[src/rtl/seq_multiplier.sv]
// Multi-cycle signed/unsigned multiplier: radix-2 shift-add on operand magnitudes,
// then one sign-correction cycle, with valid/ready handshakes on both sides.
module seq_multiplier #(
    parameter int N = 32
) (
    input  logic         clk,
    input  logic         rst,
    input  logic         in_valid,
    output logic         in_ready,
    input  logic [N-1:0] a,
    input  logic [N-1:0] b,
    input  logic         is_signed,
    output logic         out_valid,
    input  logic         out_ready,
    output logic [N-1:0] result,
    output logic [N-1:0] result_hi,
    output logic         z_flag,
    output logic         n_flag,
    output logic         c_flag,
    output logic         v_flag
);
    typedef enum logic [1:0] {IDLE = 2'd0, BUSY = 2'd1, FIX = 2'd2, DONE = 2'd3} state_t;

    localparam int CW = $clog2(N + 1);

    function automatic logic [N-1:0] magnitude(input logic [N-1:0] x, input logic s);
        return (s && x[N-1]) ? (~x + {{(N-1){1'b0}}, 1'b1}) : x;
    endfunction

    function automatic logic [2*N-1:0] negate2n(input logic [2*N-1:0] x);
        return ~x + {{(2*N-1){1'b0}}, 1'b1};
    endfunction

    state_t         r_state;
    state_t         w_next;
    logic [2*N-1:0] r_acc;
    logic [2*N-1:0] r_mcand;
    logic [N-1:0]   r_mplier;
    logic [CW-1:0]  r_cnt;
    logic           r_neg;
    logic           r_signed;
    logic [N-1:0]   r_result;
    logic [N-1:0]   r_result_hi;
    logic           r_z;
    logic           r_n;
    logic           r_c;
    logic           r_v;

    logic           w_accept;
    logic           w_last;
    logic [2*N-1:0] w_prod;
    logic [N-1:0]   w_lo;
    logic [N-1:0]   w_hi;

    assign w_accept = (r_state == IDLE) && in_valid;
    // The counter reaches N one cycle after the last add; that spare BUSY cycle
    // does no arithmetic and sets the accept-to-valid latency to N+2.
    assign w_last   = (r_cnt == CW'(N));
    assign w_prod   = r_neg ? negate2n(r_acc) : r_acc;
    assign w_lo     = w_prod[N-1:0];
    assign w_hi     = w_prod[2*N-1:N];

    assign in_ready  = (r_state == IDLE);
    assign out_valid = (r_state == DONE);
    assign result    = r_result;
    assign result_hi = r_result_hi;
    assign z_flag    = r_z;
    assign n_flag    = r_n;
    assign c_flag    = r_c;
    assign v_flag    = r_v;

    always_comb begin
        w_next = r_state;
        case (r_state)
            IDLE: if (in_valid)  w_next = BUSY;
            BUSY: if (w_last)    w_next = FIX;
            FIX:                 w_next = DONE;
            DONE: if (out_ready) w_next = IDLE;
            default:             w_next = IDLE;
        endcase
    end

    always_ff @(posedge clk) begin
        if (!rst) r_state <= IDLE;
        else      r_state <= w_next;
    end

    always_ff @(posedge clk) begin
        if (!rst) begin
            r_acc       <= '0;
            r_mcand     <= '0;
            r_mplier    <= '0;
            r_cnt       <= '0;
            r_neg       <= 1'b0;
            r_signed    <= 1'b0;
            r_result    <= '0;
            r_result_hi <= '0;
            r_z         <= 1'b0;
            r_n         <= 1'b0;
            r_c         <= 1'b0;
            r_v         <= 1'b0;
        end else begin
            if (w_accept) begin
                r_mcand  <= {{N{1'b0}}, magnitude(a, is_signed)};
                r_mplier <= magnitude(b, is_signed);
                r_neg    <= is_signed & (a[N-1] ^ b[N-1]);
                r_signed <= is_signed;
                r_acc    <= '0;
                r_cnt    <= '0;
            end
            if (r_state == BUSY && !w_last) begin
                if (r_mplier[0]) r_acc <= r_acc + r_mcand;
                r_mcand  <= r_mcand << 1;
                r_mplier <= r_mplier >> 1;
                r_cnt    <= r_cnt + CW'(1);
            end
            if (r_state == FIX) begin
                r_result    <= w_lo;
                r_result_hi <= w_hi;
                r_z         <= (w_lo == '0);
                r_n         <= w_lo[N-1];
                r_c         <= !r_signed && (w_hi != '0);
                r_v         <= r_signed && (w_hi != {N{w_lo[N-1]}});
            end
        end
    end
endmodule

[config.mk]
export PLATFORM = sky130hd
export DESIGN_NAME = seq_multiplier
export DESIGN_NICKNAME = d
export VERILOG_FILES = /design/src/rtl/seq_multiplier.sv
export SDC_FILE = /design/constraint.sdc
export NUM_CORES = 1
export LEC_CHECK = 0
export ABC_AREA = 1
export ABC_CLOCK_PERIOD_IN_PS = 2500
export BUFFER_PORTS_ARGS = -buffer_cell sky130_fd_sc_hd__buf_2
export CAP_MARGIN = 20
export CORE_UTILIZATION = 45
export DETAILED_ROUTE_END_ITERATION = 12
export PLACE_DENSITY_LB_ADDON = 0.2
export SLEW_MARGIN = 20
export SYNTH_ARGS = -nofsm -noshare
export SYNTH_HDL_FRONTEND = slang
export SYNTH_SLANG_ARGS = --single-unit
[constraint.sdc]
create_clock -name clk -period 2.5 [get_ports clk]
set_input_delay 0.5 -clock clk [delete_from_list [all_inputs] [get_ports clk]]
set_output_delay 0.5 -clock clk [all_outputs]
set_load 0.02 [all_outputs]
; ---- Yosys cells after proc, flatten, opt, wreduce, memory -nomap -nowiden
; Cells that the tools add are included.
[op_classes]
add_sub_neg = 5
eq_ne = 8
mux = 16
n_bitwise = 6
reduce_logical = 14
[ops]
columns = operator, count
row1 = 2-to-1 mux 64 bit, 6
row2 = "adder 32 x 1 -> 32 bit, second input constant", 2
row3 = "adder 64 x 1 -> 64 bit, second input constant", 1
row4 = adder 64 bit, 1
row5 = 2-to-1 mux 32 bit, 2
row6 = NOT 32 bit, 2
row7 = NOT 64 bit, 1
row8 = 2-to-1 mux 31 bit, 2
row9 = logical NOT 32 bit, 1
row10 = != test 32 bit, 1
row11 = nonzero test 32 bit, 1
row12 = 2-to-1 mux 6 bit, 2
row13 = case mux 2 bit (4 select lines), 1
row14 = "adder 6 x 1 -> 6 bit, second input constant", 1
row15 = "equality test 6 bit, second input constant", 1
row16 = logical AND 1 bit, 6
row17 = 2-to-1 mux 2 bit, 3
row18 = "equality test 2 bit, second input constant", 2
row19 = "!= test 2 bit, second input constant", 2
row20 = AND reduction 3 bit, 1
row21 = "equality test 2 x 1 -> 1 bit, second input constant", 1
row22 = logical NOT 1 bit, 2
row23 = logical NOT 2 bit, 1
row24 = "!= test 2 x 1 -> 1 bit, second input constant", 1
row25 = other kinds (5), 5
[word_totals]
ff_bits = 238
inputBits = 69
out_inout_bits = 70
elab_cells = 64

; ---- Depth between registers and ports, before layout
[logic_depth]
ltp_word = 5
depth_mapped = 19
depth_no_buf = 19

; ---- Worst setup path after synthesis
; No wires, ideal clock.
[synth_path]
path_type = reg-to-reg
startpoint = register r_acc[0]
endpoint = register r_acc[46]
setup_time_ns = 0.119
arrival_time_ns = 2.179
required_time_ns = 2.381
slack_ns = 0.201
stages_incl_launch_ff = 16
n_path_buf = 0
cell_sequence = dfxtp_1 -> ha_1 -> fa_1 -> nand3_1 -> nand2_1 -> nand3_1 -> nand2_1 -> a21oi_1 -> o21ai_1 -> nand2_1 -> nand2_1 -> nand2_1 -> nand2_1 -> or2_2 -> nand2_1 -> a21oi_1
[synth_between]
elab_chain_cells = 3
[synth_rtl]
columns = item, line_no
row1 = "start, declared", 36  ; logic [2*N-1:0] r_acc;
row2 = "start signal, assigned", 112  ; if (r_mplier[0]) r_acc <= r_acc + r_mcand;
row3 = adder 64 bit, 112
row4 = 2-to-1 mux 64 bit, 112
row5 = 2-to-1 mux 64 bit, 111  ; if (r_state == BUSY && !w_last) begin
; No other way between the ends.
; A chain may end at the register's enable or synchronous reset.

; ---- Worst setup path in the final report
[layout_path]
startpoint = register r_mcand[2]
endpoint = register r_acc[63]
[layout_between]
elab_chain_cells = 3
[layout_rtl]
columns = item, line_no
row1 = "start, declared", 37  ; logic [2*N-1:0] r_mcand;
row2 = "start signal, assigned", 104  ; r_mcand <= {{N{1'b0}}, magnitude(a, is_signed)};
row3 = "start signal, assigned", 113  ; r_mcand <= r_mcand << 1;
row4 = adder 64 bit, 112
row5 = 2-to-1 mux 64 bit, 112
row6 = 2-to-1 mux 64 bit, 111
; No other way between the ends.

==> summary.md <==
| Metric | Value |
|---|---|
| Worst endpoint data arrival time | 2.94 ns |
| Worst slew pin tran | roughly 0.66 ns |
| Start point of the worst hold path | a[0] |
| Dominant cell type by area after synthesis | dfxtp_1 |
| CTS Buf Count | 28 |
| Worst clock skew | approximately 0.018 ns |
| Routability Congestion | ~1 |
| Clk network pwr share | approximately 22% |
| Combinational share of power | between 50 and 60% |
| Crit path top cell by count | nand2_1 |
| Launch point of the worst path | r_mcand[2] |
| Initial cell density of the core | around 46% |
| Power density over the cells | around 880 nW/µm² |
| Yosys Warn Count | 0 |
| Number of nets still failing antenna checks after routing | 0 |
| Cell-internal power | 11.66 mW |
| Reg2reg end | r_acc[63] |
| Clock transition at the register clock pins on the worst setup and hold paths after CTS | 0.06 ns |
| Number of flip-flops and latches in the synthesized netlist | around 240 |
| Largest stage delay on the critical path | between 0.3 and 0.4 ns |
| Detail Placement HPWL | 55300 µm |
| I/O pin count | between 100 and 150 |
| Layout overhead on the synthesized area | 34.89% |
| Hold buffer count at CTS | 0 |
| Count of standard-cell rows | 72 |
| Fraction of layout cells with a size suffix above 1 | 25.46% |
| Sequential share of power | 25.0% |
| Cell breakdown of the critical path | ha_4, a21oi_1, nand2_2, nand2_1, nand2_1, buf_4, nand2_1, nand2_2, nand2_2, nand3_1, nand2_2, o21ai_2, buf_4, a21o_1, nand2_1, nand3_1, nand2_1, o21ai_0 |
| Leading register cell type out of synthesis | dfxtp_1 |
| Width of the die | just over 200 µm |
| Upper clock frequency limit | 0.4036 GHz |
| Drt pass-1 iters | 5 |
| Critical path start-end classification | reg2reg |
| Max Cap Viol | 0 |
| Root buffer cell | clkbuf_16 |
| FF-to-FF setup slack | 0.02 ns |
| Most frequent cells after synthesis | nand2_1 (765), nor2_1 (400), inv_1 (340) |
| Die Span Y | between 200 and 250 µm |
| Standard cell core area | about 39000 µm² |
| Clock Latency Late Sink | approximately 0.59 ns |
| Pin count of the biggest net entering global routing | 71 |
| Setup repair after global routing missed its margin | true |
| Critical Path End Type | flop |
| Cell depth of the worst hold path | 3 |
| Number of enable-type register cells in the synthesized netlist | 0 |
| Type of element launching the critical path | flop |
| Net count after synthesis | roughly 3100 |
| Largest fanout on the critical path | 3 |
| Final antenna diode count | 0 |
| Syn_area_per_cell | slightly above 6 µm² |
| Mapped Cells | roughly 3000 |
| Fin Setup TNS | 0 ns |
| Static Leakage | between 10 and 15 nW |
| Share of synthesized area occupied by flip-flops and latches | a little over a quarter |
| Worst r2r path cells | 18 |
| First-pass GRT wire length | roughly 110000 µm |
| Antenna violations before repair | 0 |
| TritonCTS clock tree | done |
| Fraction of post-synthesis cell area in the top cell type by area | 26.34% |
| Count of different cell masters after synthesis | 55 |
| Nets | about 3600 |
| Final hold viol count | 0 |
| Global route total overflow | 0 |
| Library cell with the highest instance count after synthesis | nand2_1 |
| Finished layout cell area | between 20000 and 25000 µm² |
| Switching pwr | 9.657 mW |
| Number of fillers in the final layout | between 3000 and 4000 |
| Buffers plus inverters on the worst setup path | 2 |
| Die outline area | roughly 41000 µm² |
| FFs w/ async S/R, synth | 0% |
| Placed Area | 21990 µm² |
| Dominant delay contributor by cell family on the critical path | simple AND/OR/NAND/NOR gates |
| Via count | roughly 22000 |
| Final period utilization | 99.11% |
| Fraction of power spent switching nets | between 40% and 50% |
| Worst Hold Endpoint | r_mcand[0] |
| Run status | finished, final reports clean |
| Post-detailed-route wirelength per cell | ~18 µm |
| Aggregate routed wire length | 71430 µm |
| CTS H-Tree Depth | 1 |
| Clock Tree Buf Depth | 3 |
| Global routing usage summed across all routing layers | between 30% and 40% |
| Final critical-path required period | between 2 and 2.5 ns |
| Worst hold path type | in2reg |
| Max VDD drop | around 0.66 mV |
| Clock net sink count | 237 |
| Top cells by area in the synthesized netlist | dfxtp_1 (26%), nand2_1 (16%), nor2_1 (8.3%) |
| Count of endpoints failing setup in the final report | 0 |
| Count of pins over their slew limit | 0 |
| Count of port buffers added during placement | around 140 |
| Via count of the first global-routing pass | about 21000 |
| Max-slew headroom at the worst pin | approximately 56% |
| Standard cell with the maximum stage delay on the critical path | dfxtp_2 |
| Drt via density | 5.491 |
| Residual DRC count | 0 |
| Data required time of the worst path | ~3.0 ns |
| Startpoint of the worst-slack reg-to-reg timing path | r_mcand[2] |
| Violation count after the first detailed-routing iteration | between 1500 and 2000 |
| Combined area of all synthesized cells | about 18000 µm² |
==> state kept, by name, summed over array words and instances, names as in the netlist <==
signal	count
z_flag	1
r_mcand	64
r_mplier	32
r_signed	1
r_acc	64
c_flag	1
r_state	2
r_cnt	6
result_hi	32
v_flag	1
r_neg	1
result	32
==> worst register-to-register path, stage by stage, from the launching register on <==
cell	delay [ns]
dfxtp_2	0.37
ha_4	0.21
a21oi_1	0.18
nand2_2	0.12
nand2_1	0.11
nand2_1	0.11
buf_4	0.17
nand2_1	0.07
nand2_2	0.08
nand2_2	0.08
nand3_1	0.08
nand2_2	0.12
o21ai_2	0.07
buf_4	0.16
a21o_1	0.15
nand2_1	0.05
nand3_1	0.07
nand2_1	0.09
o21ai_0	0.07
==> layer usage <==
metal / wire length, µm / part of all wire [%] / vias to the layer above / GRT usage (%)
met5: 0 / 0 / - / 0
met4: 3316 / 4.6 / 0 / 14.61
met3: 4469 / 6.3 / 180 / 4.321
met2: 33740 / 47 / 738 / 59.11
met1: 29900 / 42 / 10220 / 42.05
li1: - / - / 10790 / -
==> worst max path at each step <==
| stage | slack, ns | end | depth (start not counted) |
|---|---|---|---|
| floorplan | 0.20 | r_acc[46] | 15 |
| CTS | -0.008 | c_flag | 17 |
| finish | 0.02 | r_acc[63] | 18 |
| global route | -0.16 | r_acc[63] | 18 |
| detailed placement | -0.19 | r_acc[25] | 13 |
| global placement | -0.22 | r_acc[51] | 12 |
==> through the flow <==
stage | std cells | power, mW | utilization, % | hold slack (ns) | setup slack (ns)
floorplan | 2985 | 11.62 | - | 0.4454 | 0.2012
global placement | 3921 | 15.34 | 56.24 | 0.4533 | -0.2202
detailed placement | 3921 | 15.46 | 56.24 | 0.4590 | -0.1945
CTS | 3984 | 20.60 | 59.84 | 0.2088 | -0.007902
global route | 3994 | 22.66 | 62.14 | 0.2526 | -0.1579
finish | 3994 | 21.32 | 62.14 | 0.2263 | 0.02233
==> cells by family (layout without fill, tap and decap cells) <==
family | after synthesis | count (layout) | synth area share, %
AND/OR/NAND/NOR | 1478 | 1481 | 34.05
XOR/XNOR | 73 | 73 | 3.550
flip-flops | 237 | 237 | 26.34
AO/OA/AOI/OAI | 664 | 664 | 20.94
buffers and inverters | 459 | 947 | 9.934
adder cells (fa/ha/maj) | 74 | 74 | 5.182
==> what timing repair did <==
item                                    4_1_cts  5_1_grt
resized for setup                            61      220
buffers inserted                             10        9
gates cloned                                  2        1
pin swaps                                    14       37
endpoints found under the setup margin       25       46
==> cells in the final DEF (no fill, tap or decap), types with 15 or more instances in the layout <==
master     Yosys  final
dfxtp_2        0     37
nor3_1        33     29
a21oi_2        1     26
buf_12         0     15
clkbuf_16      0     29
nor2_1       400    346
o21ai_1       34     49
buf_4          2    397
o211ai_1      48     48
ha_4           0     23
a21oi_1      281    254
nand2_2        7     38
xnor2_1       26     25
o21ai_0      159    136
buf_2          5    138
xor2_1        47     47
ha_1          73     48
nand2_1      765    728
nand4_1       39     39
nor2_4         1     17
a31oi_1       69     63
nor2_2        15     53
dfxtp_1      237    196
nand3_1      170    164
inv_1        340    334
==> area by class of cell <==
cell class | instances | area (µm²) | share of cell area [%]
Multi-Input combinational cell | 2292 | 12500 | 51.46
Sequential cell | 237 | 4806 | 19.78
Timing Repair Buffer | 550 | 3971 | 16.35
Inverter | 346 | 1304 | 5.366
Clock buffer | 34 | 784.5 | 3.229
Tap cell | 518 | 648.1 | 2.668
Clock inverter | 17 | 279.0 | 1.148
==> power by group through the flow <==
stage	registers [mW]	logic, mW	clock network (mW)
CTS	5.25	10.5	4.84
detailed placement	5.30	10.2	0
global route	5.41	12.3	4.98
global placement	5.28	10.1	0
floorplan	5.48	6.13	0
finish	5.34	11.2	4.77
(Power assumes the default switching activity.)
